$ cat src/rtl/csc_spad_pkg.sv
// rtl/csc_spad_pkg.sv - shared types, constants and helpers for the CSC address scratchpad
package csc_spad_pkg;

    typedef enum logic {
        BANK_EMPTY = 1'b0,
        BANK_FULL  = 1'b1
    } bank_state_t;

    localparam int TERM = 0;

    function automatic int addr_w(input int depth);
        return (depth > 1) ? $clog2(depth) : 1;
    endfunction

endpackage

$ cat src/rtl/csc_addr_spad_bank.sv
// rtl/csc_addr_spad_bank.sv - one scratchpad bank: sync write port, combinational read port
module spad_bank #(
    parameter int DATA_W = 8,
    parameter int DEPTH  = 12,
    parameter int ADDR_W = 4
) (
    input  logic              clock,
    input  logic              we,
    input  logic [ADDR_W-1:0] waddr,
    input  logic [DATA_W-1:0] wdata,
    input  logic [ADDR_W-1:0] raddr,
    output logic [DATA_W-1:0] rdata
);

    logic [DATA_W-1:0] mem [DEPTH];

    // Contents are deliberately not reset; a bank is only read once sealed.
    always_ff @(posedge clock) begin
        if (we) begin
            mem[waddr] <= wdata;
        end
    end

    assign rdata = mem[raddr];

endmodule

$ cat src/rtl/csc_addr_spad.sv
// rtl/csc_addr_spad.sv - double-buffered zero-terminated address scratchpad for the PE
module csc_addr_spad
    import csc_spad_pkg::*;
#(
    parameter int DATA_W = 8,
    parameter int DEPTH  = 12,
    parameter int ADDR_W = addr_w(DEPTH)
) (
    input  logic              clock,
    input  logic              reset,
    input  logic              data_in_valid,
    output logic              data_in_ready,
    input  logic [DATA_W-1:0] data_in,
    input  logic              write_en,
    output logic              write_fin,
    output logic              overflow,
    output logic [DATA_W-1:0] data_out,
    output logic              data_out_valid,
    input  logic              index_inc,
    input  logic              rewind,
    input  logic              bank_release,
    output logic              read_fin,
    output logic [1:0]        bank_full
);

    localparam logic [DATA_W-1:0] TERM_WORD = DATA_W'(TERM);
    localparam logic [ADDR_W-1:0] LAST_ADDR = ADDR_W'(DEPTH - 1);

    bank_state_t       bank_state [2];
    logic              wb;
    logic              rb;
    logic [ADDR_W-1:0] waddr;
    logic [ADDR_W-1:0] raddr;
    logic [DATA_W-1:0] rdata [2];

    logic              shake;
    logic              at_last;
    logic              seal;
    logic              overrun;
    logic [DATA_W-1:0] wdata;
    logic              release_ok;
    logic              inc_ok;

    assign bank_full[0] = (bank_state[0] == BANK_FULL);
    assign bank_full[1] = (bank_state[1] == BANK_FULL);

    assign data_in_ready = !bank_full[wb];
    assign shake         = data_in_valid && data_in_ready && write_en;
    assign at_last       = (waddr == LAST_ADDR);
    // The last slot of a bank always holds a terminator, so a vector never runs off the end.
    assign overrun       = shake && (data_in != TERM_WORD) && at_last;
    assign seal          = shake && ((data_in == TERM_WORD) || at_last);
    assign wdata         = at_last ? TERM_WORD : data_in;
    assign write_fin     = seal;

    assign data_out_valid = bank_full[rb];
    assign data_out       = data_out_valid ? rdata[rb] : TERM_WORD;

    assign release_ok = bank_release && data_out_valid;
    assign inc_ok     = !release_ok && !rewind && index_inc && data_out_valid;
    assign read_fin   = inc_ok && (data_out == TERM_WORD);

    for (genvar i = 0; i < 2; i++) begin : g_bank
        localparam logic BANK_ID = 1'(i);
        spad_bank #(
            .DATA_W (DATA_W),
            .DEPTH  (DEPTH),
            .ADDR_W (ADDR_W)
        ) u_bank (
            .clock (clock),
            .we    (shake && (wb == BANK_ID)),
            .waddr (waddr),
            .wdata (wdata),
            .raddr (raddr),
            .rdata (rdata[i])
        );
    end

    // Pointer and bank-state update; seal and release always hit different banks.
    always_ff @(posedge clock) begin
        if (reset) begin
            wb            <= 1'b0;
            rb            <= 1'b0;
            waddr         <= '0;
            raddr         <= '0;
            overflow      <= 1'b0;
            bank_state[0] <= BANK_EMPTY;
            bank_state[1] <= BANK_EMPTY;
        end else begin
            if (shake) begin
                if (seal) begin
                    bank_state[wb] <= BANK_FULL;
                    waddr          <= '0;
                    wb             <= ~wb;
                end else begin
                    waddr <= waddr + ADDR_W'(1);
                end
            end
            if (overrun) begin
                overflow <= 1'b1;
            end
            if (release_ok) begin
                bank_state[rb] <= BANK_EMPTY;
                rb             <= ~rb;
                raddr          <= '0;
            end else if (rewind) begin
                raddr <= '0;
            end else if (inc_ok) begin
                raddr <= read_fin ? '0 : raddr + ADDR_W'(1);
            end
        end
    end

endmodule

$ cat config.mk
export PLATFORM = sky130hd
export DESIGN_NAME = csc_addr_spad
export DESIGN_NICKNAME = d
export VERILOG_FILES = /design/src/rtl/csc_spad_pkg.sv /design/src/rtl/csc_addr_spad_bank.sv /design/src/rtl/csc_addr_spad.sv
export SDC_FILE = /design/constraint.sdc
export NUM_CORES = 1
export LEC_CHECK = 0
export ABC_CLOCK_PERIOD_IN_PS = 2500
export CORE_MARGIN = 5
export CORE_UTILIZATION = 57
export CTS_BUF_LIST = sky130_fd_sc_hd__clkbuf_8
export DETAILED_ROUTE_END_ITERATION = 7
export PLACE_DENSITY = 0.89
export SYNTH_ARGS = -nofsm -noshare
export SYNTH_HDL_FRONTEND = slang
export SYNTH_SLANG_ARGS = --single-unit
$ cat constraint.sdc
create_clock -name clock -period 2.5 [get_ports clock]
set_input_delay 0.25 -clock clock [delete_from_list [all_inputs] [get_ports clock]]
set_output_delay 0.25 -clock clock [all_outputs]
set_load 0.05 [all_outputs]
==> results of run 1 <==
==> repair_timing <==
action                     4_1_cts  5_1_grt
setup endpoints to repair       18       18
gates resized for setup         46       20
setup buffers                   13       10
pin swaps                       11       14
==> registers in the layout, summed over array words and instances, names as in the netlist, named ones only <==
name / flops
bank_state: 2
g_bank.u_bank.mem: 192
overflow: 1
raddr: 4
rb: 1
waddr: 4
wb: 1
==> cell families after synthesis <==
| group | share of synthesized area [%] |
|---|---|
| flops | 71.6 |
| buf+inv | 1.95 |
| mux | 14.4 |
| xor+xnor | 0.308 |
| simple gates | 7.49 |
| fa+ha+maj | 0.734 |
| compound gates | 3.51 |
==> through the flow <==
step           hold slack, ns  instance area [um2]  util (%)  power [W]
2_1_floorplan           0.369                 8660         -    0.00396
3_3_place_gp            0.462                 9650      66.1    0.00404
3_5_place_dp            0.451                 9650      66.1    0.00405
4_1_cts                 0.469                10500      71.8    0.00662
5_1_grt                 0.492                10600      72.7    0.00684
6_report                0.462                10600      72.7    0.00666
==> layer usage <==
metal | up-vias | share of wire, % | global-route usage (%)
li1 | 2151 | - | -
met1 | 2573 | 33 | 31.5
met2 | 434 | 50 | 43.1
met3 | 110 | 10 | 5.23
met4 | 0 | 6.0 | 13.6
met5 | - | 0 | 0
==> worst max-delay path: stages (launching register included) <==
cell,delay (ns)
sky130_fd_sc_hd__dfxtp_4,0.40
sky130_fd_sc_hd__buf_6,0.15
sky130_fd_sc_hd__buf_4,0.12
sky130_fd_sc_hd__mux4_2,0.51
sky130_fd_sc_hd__mux2i_4,0.23
sky130_fd_sc_hd__nor2_2,0.07
sky130_fd_sc_hd__o311a_4,0.34
sky130_fd_sc_hd__or3_4,0.43
sky130_fd_sc_hd__nor4_4,0.15
sky130_fd_sc_hd__buf_4,0.18
sky130_fd_sc_hd__buf_12,0.13
==> worst min-delay path by stage <==
stage | slack, ns | end | from
6_report | 0.46 | overflow | overflow
5_1_grt | 0.49 | overflow | overflow
4_1_cts | 0.47 | overflow | overflow
3_5_place_dp | 0.45 | overflow | overflow
3_3_place_gp | 0.46 | overflow | overflow
2_1_floorplan | 0.37 | bank_state[1] | bank_release
==> cells in the mapped netlist (8+ instances only) <==
library cell,instances,share of area (%)
sky130_fd_sc_hd__a21oi_1,8,0.47
sky130_fd_sc_hd__and2_1,37,2.7
sky130_fd_sc_hd__dfxtp_1,17,4.0
sky130_fd_sc_hd__edfxtp_1,192,68
sky130_fd_sc_hd__inv_1,8,0.35
sky130_fd_sc_hd__mux2i_1,26,3.1
sky130_fd_sc_hd__mux4_1,8,2.5
sky130_fd_sc_hd__mux4_2,31,8.2
sky130_fd_sc_hd__nand2_1,17,0.75
sky130_fd_sc_hd__nor2_1,22,0.97
sky130_fd_sc_hd__nor2b_1,8,0.59
sky130_fd_sc_hd__o21ai_0,8,0.47
==> cell usage in the layout (no fill, tap or decap), drive strengths merged, types with 5 or more instances in the layout <==
| cell type | count |
|---|---|
| clkdlybuf4s50 | 18 |
| nand2 | 17 |
| clkinv | 15 |
| nand2b | 5 |
| clkbuf | 34 |
| inv | 14 |
| mux2i | 26 |
| and2 | 37 |
| nor2 | 22 |
| buf | 96 |
| mux4 | 39 |
| nand3 | 7 |
| mux2 | 5 |
| dfxtp | 17 |
| ha | 5 |
| a21oi | 8 |
| nor2b | 8 |
| edfxtp | 192 |
| o221ai | 5 |
| o21ai | 10 |
==> cell type report <==
class                           count  area share (%)
Clock inverter                     24            1.26
Clock buffer                       34            4.41
Multi-Input combinational cell    237            23.5
Sequential cell                   209            57.6
Tap cell                          184            2.17
Timing Repair Buffer              114            10.7
Inverter                            8           0.283
==> power by group through the flow <==
stage / sequential (W) / clock [W] / combinational (W)
after floorplan: 0.00390 / 0 / 0.0000616
after global placement: 0.00390 / 0 / 0.000136
after detailed placement: 0.00390 / 0 / 0.000149
after CTS: 0.00383 / 0.00264 / 0.000156
after global routing: 0.00382 / 0.00285 / 0.000168
final: 0.00383 / 0.00267 / 0.000161
==> results.md, run 1 <==
- The run finished, with violations left.
- The checks that failed: negative setup slack.
- Clock-pin slew was measured on the worst setup and hold paths at 0.08 ns.
- The detailed-routing iteration count for the pre-antenna-repair pass is 5.
- The power density relative to cell area is 628 nW/um2.
- In this run, synthesis produced a sequential element count of 209.
- Summing every instance area after synthesis gives 8520 um2.
- The final period demand of the worst path is 3.55 ns.
- The net count of the finished layout is 621.
- The number of H-tree branching levels is 1.
- The antenna cell count is 0.
- The synthesis-to-layout area growth is 24.5%.
- Along the worst path, the maximum fanout reaches 6.
- CTS saw 209 sinks.
- The remaining number of nets flagged by the antenna check after routing is 0.
- The startpoint type of the worst setup path is a flip-flop.
- The final critical path takes up 142% of the cycle.
- The arrival time at the worst endpoint is 3.30 ns.
- The capturing element type of the critical path is a primary output.
- The number of buffers added to fix hold violations after cts is 0.
- The clock insertion delay at the later pin of the skew report is 0.57 ns.
- The count of boundary I/O pins is 30.
- After detailed routing, the number of remaining DRC violations is 0.
- The maximum number of pins on one net before global-route repair is 25.
- The total overflow left after global routing is 0.
- Summed over all failing endpoints, the final setup total negative slack is -7.99 ns.
- Synthesis produced a netlist whose cell count is 476.
- After detailed placement, the design holds a cell count of 736.
- The number of I/O port buffers is 29.
- Averaged over all synthesized cells, the footprint is 17.9 um2.
- The total CTS buffers is 31.
- The multi-input combinational cells in the finished layout cover a total of 2490 um2.
- The worst setup timing slack at the placement stage is -0.547 ns.
- Across every metal layer, demand over resource in global routing totals 25.7%.
- Of the synthesized area, sequential elements account for 71.6%.
- The max-slew violation count came to 0.
- The switching part of the total is 21.3%.
- The register area is 6110 um2.
- The fraction of registers with async set/reset is 0%.
- The internal cell power is 0.00524 W.
- The share of total power in sequential cells is 57.5%.
- The number of cells on the worst reg-to-reg path is 11.
- The floorplan step defined a core boundary enclosing 14600 um2.
- The required time of the worst setup path is 2.25 ns.
- The initialized floorplan defines 44 standard-cell rows.
- The relative slew slack is 44.7%.
- The part of the total power dissipated in combinational logic is 2.4%.
- In the final layout, the share of cells above drive strength 1 is 35.0%.
- The number of hold-slack violations in the final timing report came to 0.
- Across all setup checks in the final design, the least slack found is -1.05 ns.
- The non-filler instance count after layout is 810.
- In this run the worst setup path terminates at read_fin.
- The overall die area is 17500 um2.
- The final clock skew is 0.0292 ns.
- The path class of the lowest-slack min-delay path is reg2reg.
- The number of DRC violations after detailed-routing iteration 0 is 780.
- The post-DP HPWL is 13500 um.
- The count of fill cells added during filler insertion is 731.
- Per report_power, the clock group accounts for 40.1% of the total.
- The synthesis warning total is 0.
- The synthesized net count is 496.
- The number of flops mapped to enable cells by yosys is 192.
- The number of different library cells in the post-synthesis netlist is 43.
- The initial antenna violation count is 0.
- The detailed-route wire length per cell is 27.9 um.
- Summed over all nets, the switching power comes to 0.00142 W.
- The vias after detailed routing is 5268.
- IR analysis of the VDD net gives a maximum drop of 0.000383 V.
- The tree is rooted in a sky130_fd_sc_hd__clkbuf_8.
- Max-cap violations in this run came to 0.
- Setup repair after global routing could not meet its margin everywhere.
- For this design the static power due to leakage is 3.52 nW.
- The width of the chip is 132 um.
- Routability-driven placement finished with a final weighted congestion of 0.958.
- The via count of the first global-routing pass is 5512.
- The maximum count of clock buffers along a single path is 3.
- Counting instances, the worst hold path has a depth of 2.
- The worst register-to-register path has a setup slack of -0.49 ns.
- The critical path is of the reg2out type.
- The most used flip-flop cell after synthesis is sky130_fd_sc_hd__edfxtp_1.
- In the routed layout, each cell is associated on average with a via count of 6.50.
- Setup violations remaining at the end of the flow were counted as 25.
- For this configuration, the core starts out at a cell density of 58.4%.
- The maximum frequency from static timing analysis is 282 MHz.
- The floorplan die height is 132 um.
- The clock tree from TritonCTS is built.
- The first-pass GRT wire length is 34000 um.
- The actual transition at the worst max-transition pin is 0.820 ns.
- The overall routed net length is 22600 um.
No activity file was read; power rests on OpenSTA's default activity.
==> run 2: changes to the inputs <==
Settings changed: CAP_MARGIN from default to 10.
==> results of run 2 <==
Same layout as run 1: the final DEF is identical, and so are final timing and power.
==> run 3: changes to the inputs <==
--- a/constraint.sdc
+++ b/constraint.sdc
@@ -3,2 +3,2 @@
 set_output_delay 0.25 -clock clock [all_outputs]
-set_load 0.05 [all_outputs]
+set_load 0.1 [all_outputs]
==> run 3 against run 2 <==
The flow still finishes with violations (negative setup slack). Register-to-register slack worse by 0.10 ns. Non-clock buffer count is 2 lower. Core utilization is 0.11 points higher. Worst setup slack worse by 0.0054 ns. Final area is 0.15% higher. Die area stayed put. Critical path depth is 2 lower. Cell count is 0.62% lower. Combinational power hardly changed. Via count is 2.1% lower. First-iteration DRC count is 24% lower. Worst hold slack worse by 0.030 ns.
==> results.md, run 3 (same netlist as run 1, synthesis figures left out) <==
- The routing layer with the top usage in global route is met2.
- The maximum number of pins on one net before global-route repair is 25.
- The run finished, with violations left.
- The placer congestion estimate is 0.850.
- The ratio of cells with drive above 1 in the final layout is 35.3%.
- The capturing element type of the critical path is a primary output.
- Setup repair after global routing could not meet its margin everywhere.
- The max-slew violation count was 0.
- The maximum frequency from static timing analysis is 281 MHz.
- Sequential cells account for 59.1% of the total power.
- The number of failing setup endpoints in the final timing report is 17.
- The analysis attributes to cell leakage a power of 3.54 nW.
- The detailed-route wire length per cell is 28.0 um.
- The net switching power figure is 0.00139 W.
- The type of the setup path with the least slack is reg2out.
- Global routing consumed, on the met2 layer, 40.3% of the routing resources.
- The cell at the root of the clock tree is sky130_fd_sc_hd__clkbuf_8.
- The share of total power dissipated in the clock network is 38.4%.
- The via count of the first global-routing pass was 5245.
- The die covers 17500 um2.
- The post-detailed-route via-to-cell ratio is 6.40.
- The number of hold-slack violations in the final timing report came to 0.
- The floorplan die height is 132 um.
- Measured against its own limit, the worst slew margin works out to 6.64%.
- The initial antenna violation count is 0.
- The area of the core region is 14600 um2.
- In the global route stage, met1 resource usage came out at 31.2%.
- The checks that failed: negative setup slack.
- The top cell types in the final layout, fill and taps aside, are sky130_fd_sc_hd__edfxtp_1 (192), sky130_fd_sc_hd__buf_4 (65), sky130_fd_sc_hd__mux4_2 (35).
- The clock tree from TritonCTS is built.
- For this run, global-route usage on met3 was measured as 4.96%.
- Net switching is 21.5% of the power.
- The number of I/O port buffers is 29.
- Hold repair after CTS inserted 0 buffers.
- The remaining number of nets flagged by the antenna check after routing is 0.
- The HPWL after detailed placement is 13100 um.
- Summed over all layers, the routed wires come to 22500 um.
- For this design the ratio of total power to cell area is 609 nW/um2.
- Internal power comes to 0.00508 W.
- The worst voltage drop across the vdd grid is 0.000454 V.
- The synthesis-to-layout area growth is 24.6%.
- In the final layout, the registers with the most flip-flops are g_bank.u_bank.mem x192, raddr x4, waddr x4.
- The tool flagged a number of max-cap violations equal to 0.
- Leaving out fill and tap cells, the most frequent cell in the layout is sky130_fd_sc_hd__edfxtp_1.
- In this run the worst hold path is classified as in2reg.
- The clock transition at the registers of the reported paths is 0.06 ns.
- The number of clock sinks is 209.
- For this run, the detailed router's first-pass iteration total came to 7.
- The worst setup path is launched from a flip-flop.
- The required time of the worst setup path is 2.25 ns.
- The final period demand of the worst path is 3.55 ns.
- The total DRC errors in the routed layout is 0.
- The starting utilization of the core area is 58.4%.
- The clock passes through at most 3 buffers.
- The count of boundary I/O pins is 30.
- The final critical path takes up 142% of the cycle.
- The register with the most flip-flops in the layout has 192 of them.
- The maximum fanout along the worst path is 8.
- OpenSTA, run right after detailed placement, puts the worst setup slack at -0.470 ns.
- CTS built an H-tree with a depth of 1.
- After global routing the overflow that remains totals 0.
- The vias after detailed routing is 5156.
- The die is 132 um wide.
- For the final database, setup skew stands at 0.0150 ns.
- For the pin with the worst max-slew slack, the measured transition is 1.39 ns.
- Final hold analysis gives a worst-case slack of 0.431 ns.
- The post-placement cell count is 728.
- For this run, the number of standard cells in the final layout without fillers is 805.
- The number of DRC violations after detailed-routing iteration 0 is 590.
- For this run, the total global-route usage over all layers was measured as 24.1%.
- The hold path startpoint is bank_release.
- The antenna cell count is 0.
- Ranked by flip-flop count, first place goes to g_bank.u_bank.mem.
- In the post-route analysis, the smallest setup slack over all paths is -1.05 ns.
- The first-pass GRT wire length is 31900 um.
- The clock insertion delay at the later pin of the skew report is 0.56 ns.
- The completed layout was analyzed and its total power is 0.00647 W.
- Combinational cells account for 2.5% of the total power.
- At the worst endpoint, the arrival time is 3.30 ns.
- The final-stage net count is 619.
- Buffers inserted during clock tree synthesis total 31.
- The initialized floorplan defines 44 standard-cell rows.
-- run 3: metrics by stage --
stage / TNS [ns] / util, % / instance area (um2)
2_1_floorplan: -9.86 / - / 8720
5_1_grt: -9.27 / 72.8 / 10600
3_5_place_dp: -3.85 / 66.7 / 9730
3_3_place_gp: -3.38 / 66.7 / 9730
6_report: -8.57 / 72.8 / 10600
4_1_cts: -6.06 / 71.8 / 10500
-- run 3: critical path, cell delays in order, from the launching register on --
cell                      delay (ns)
sky130_fd_sc_hd__dfxtp_4        0.40
sky130_fd_sc_hd__buf_12         0.15
sky130_fd_sc_hd__mux4_2         0.55
sky130_fd_sc_hd__mux2i_2        0.26
sky130_fd_sc_hd__a21oi_2        0.13
sky130_fd_sc_hd__a211o_4        0.29
sky130_fd_sc_hd__or3_4          0.40
sky130_fd_sc_hd__nor4_4         0.34
sky130_fd_sc_hd__buf_12         0.22
-- run 3: worst paths after layout --
path | to | slack, ns | depth (start not counted)
max reg2reg | raddr[0] | -0.59 | 10
max | read_fin | -1.05 | 8
min reg2reg | overflow | 0.48 | 2
min | rb | 0.43 | 3
-- run 3: repair_timing --
item | CTS | global route
setup endpoints to repair | 18 | 30
gates resized for setup | 25 | 26
setup buffers | 15 | 10
pin swaps | 10 | 11
hold endpoints to repair | 0 | 0
-- run 3: power groups by stage --
stage	clock, W	combinational [W]	sequential, W
final	0.00248	0.000161	0.00383
after global routing	0.00266	0.000169	0.00382
after CTS	0.00245	0.000154	0.00383
after detailed placement	0	0.000151	0.00390
after global placement	0	0.000140	0.00390
after floorplan	0	0.0000638	0.00390
-- run 3: per-layer routing --
layer,wire [um],vias up
li1,-,2137
met1,7710,2553
met2,11500,381
met3,2270,85
met4,1040,0
met5,0,-
-- run 3: layout make-up --
type	instances	area [um2]
multi-input cells	237	2530
clock inverters	22	83.8
repair buffers	112	1170
flip-flops and latches	209	6120
clock buffers	33	454
fillers	767	3970
inverters	8	33.8
well taps	184	230
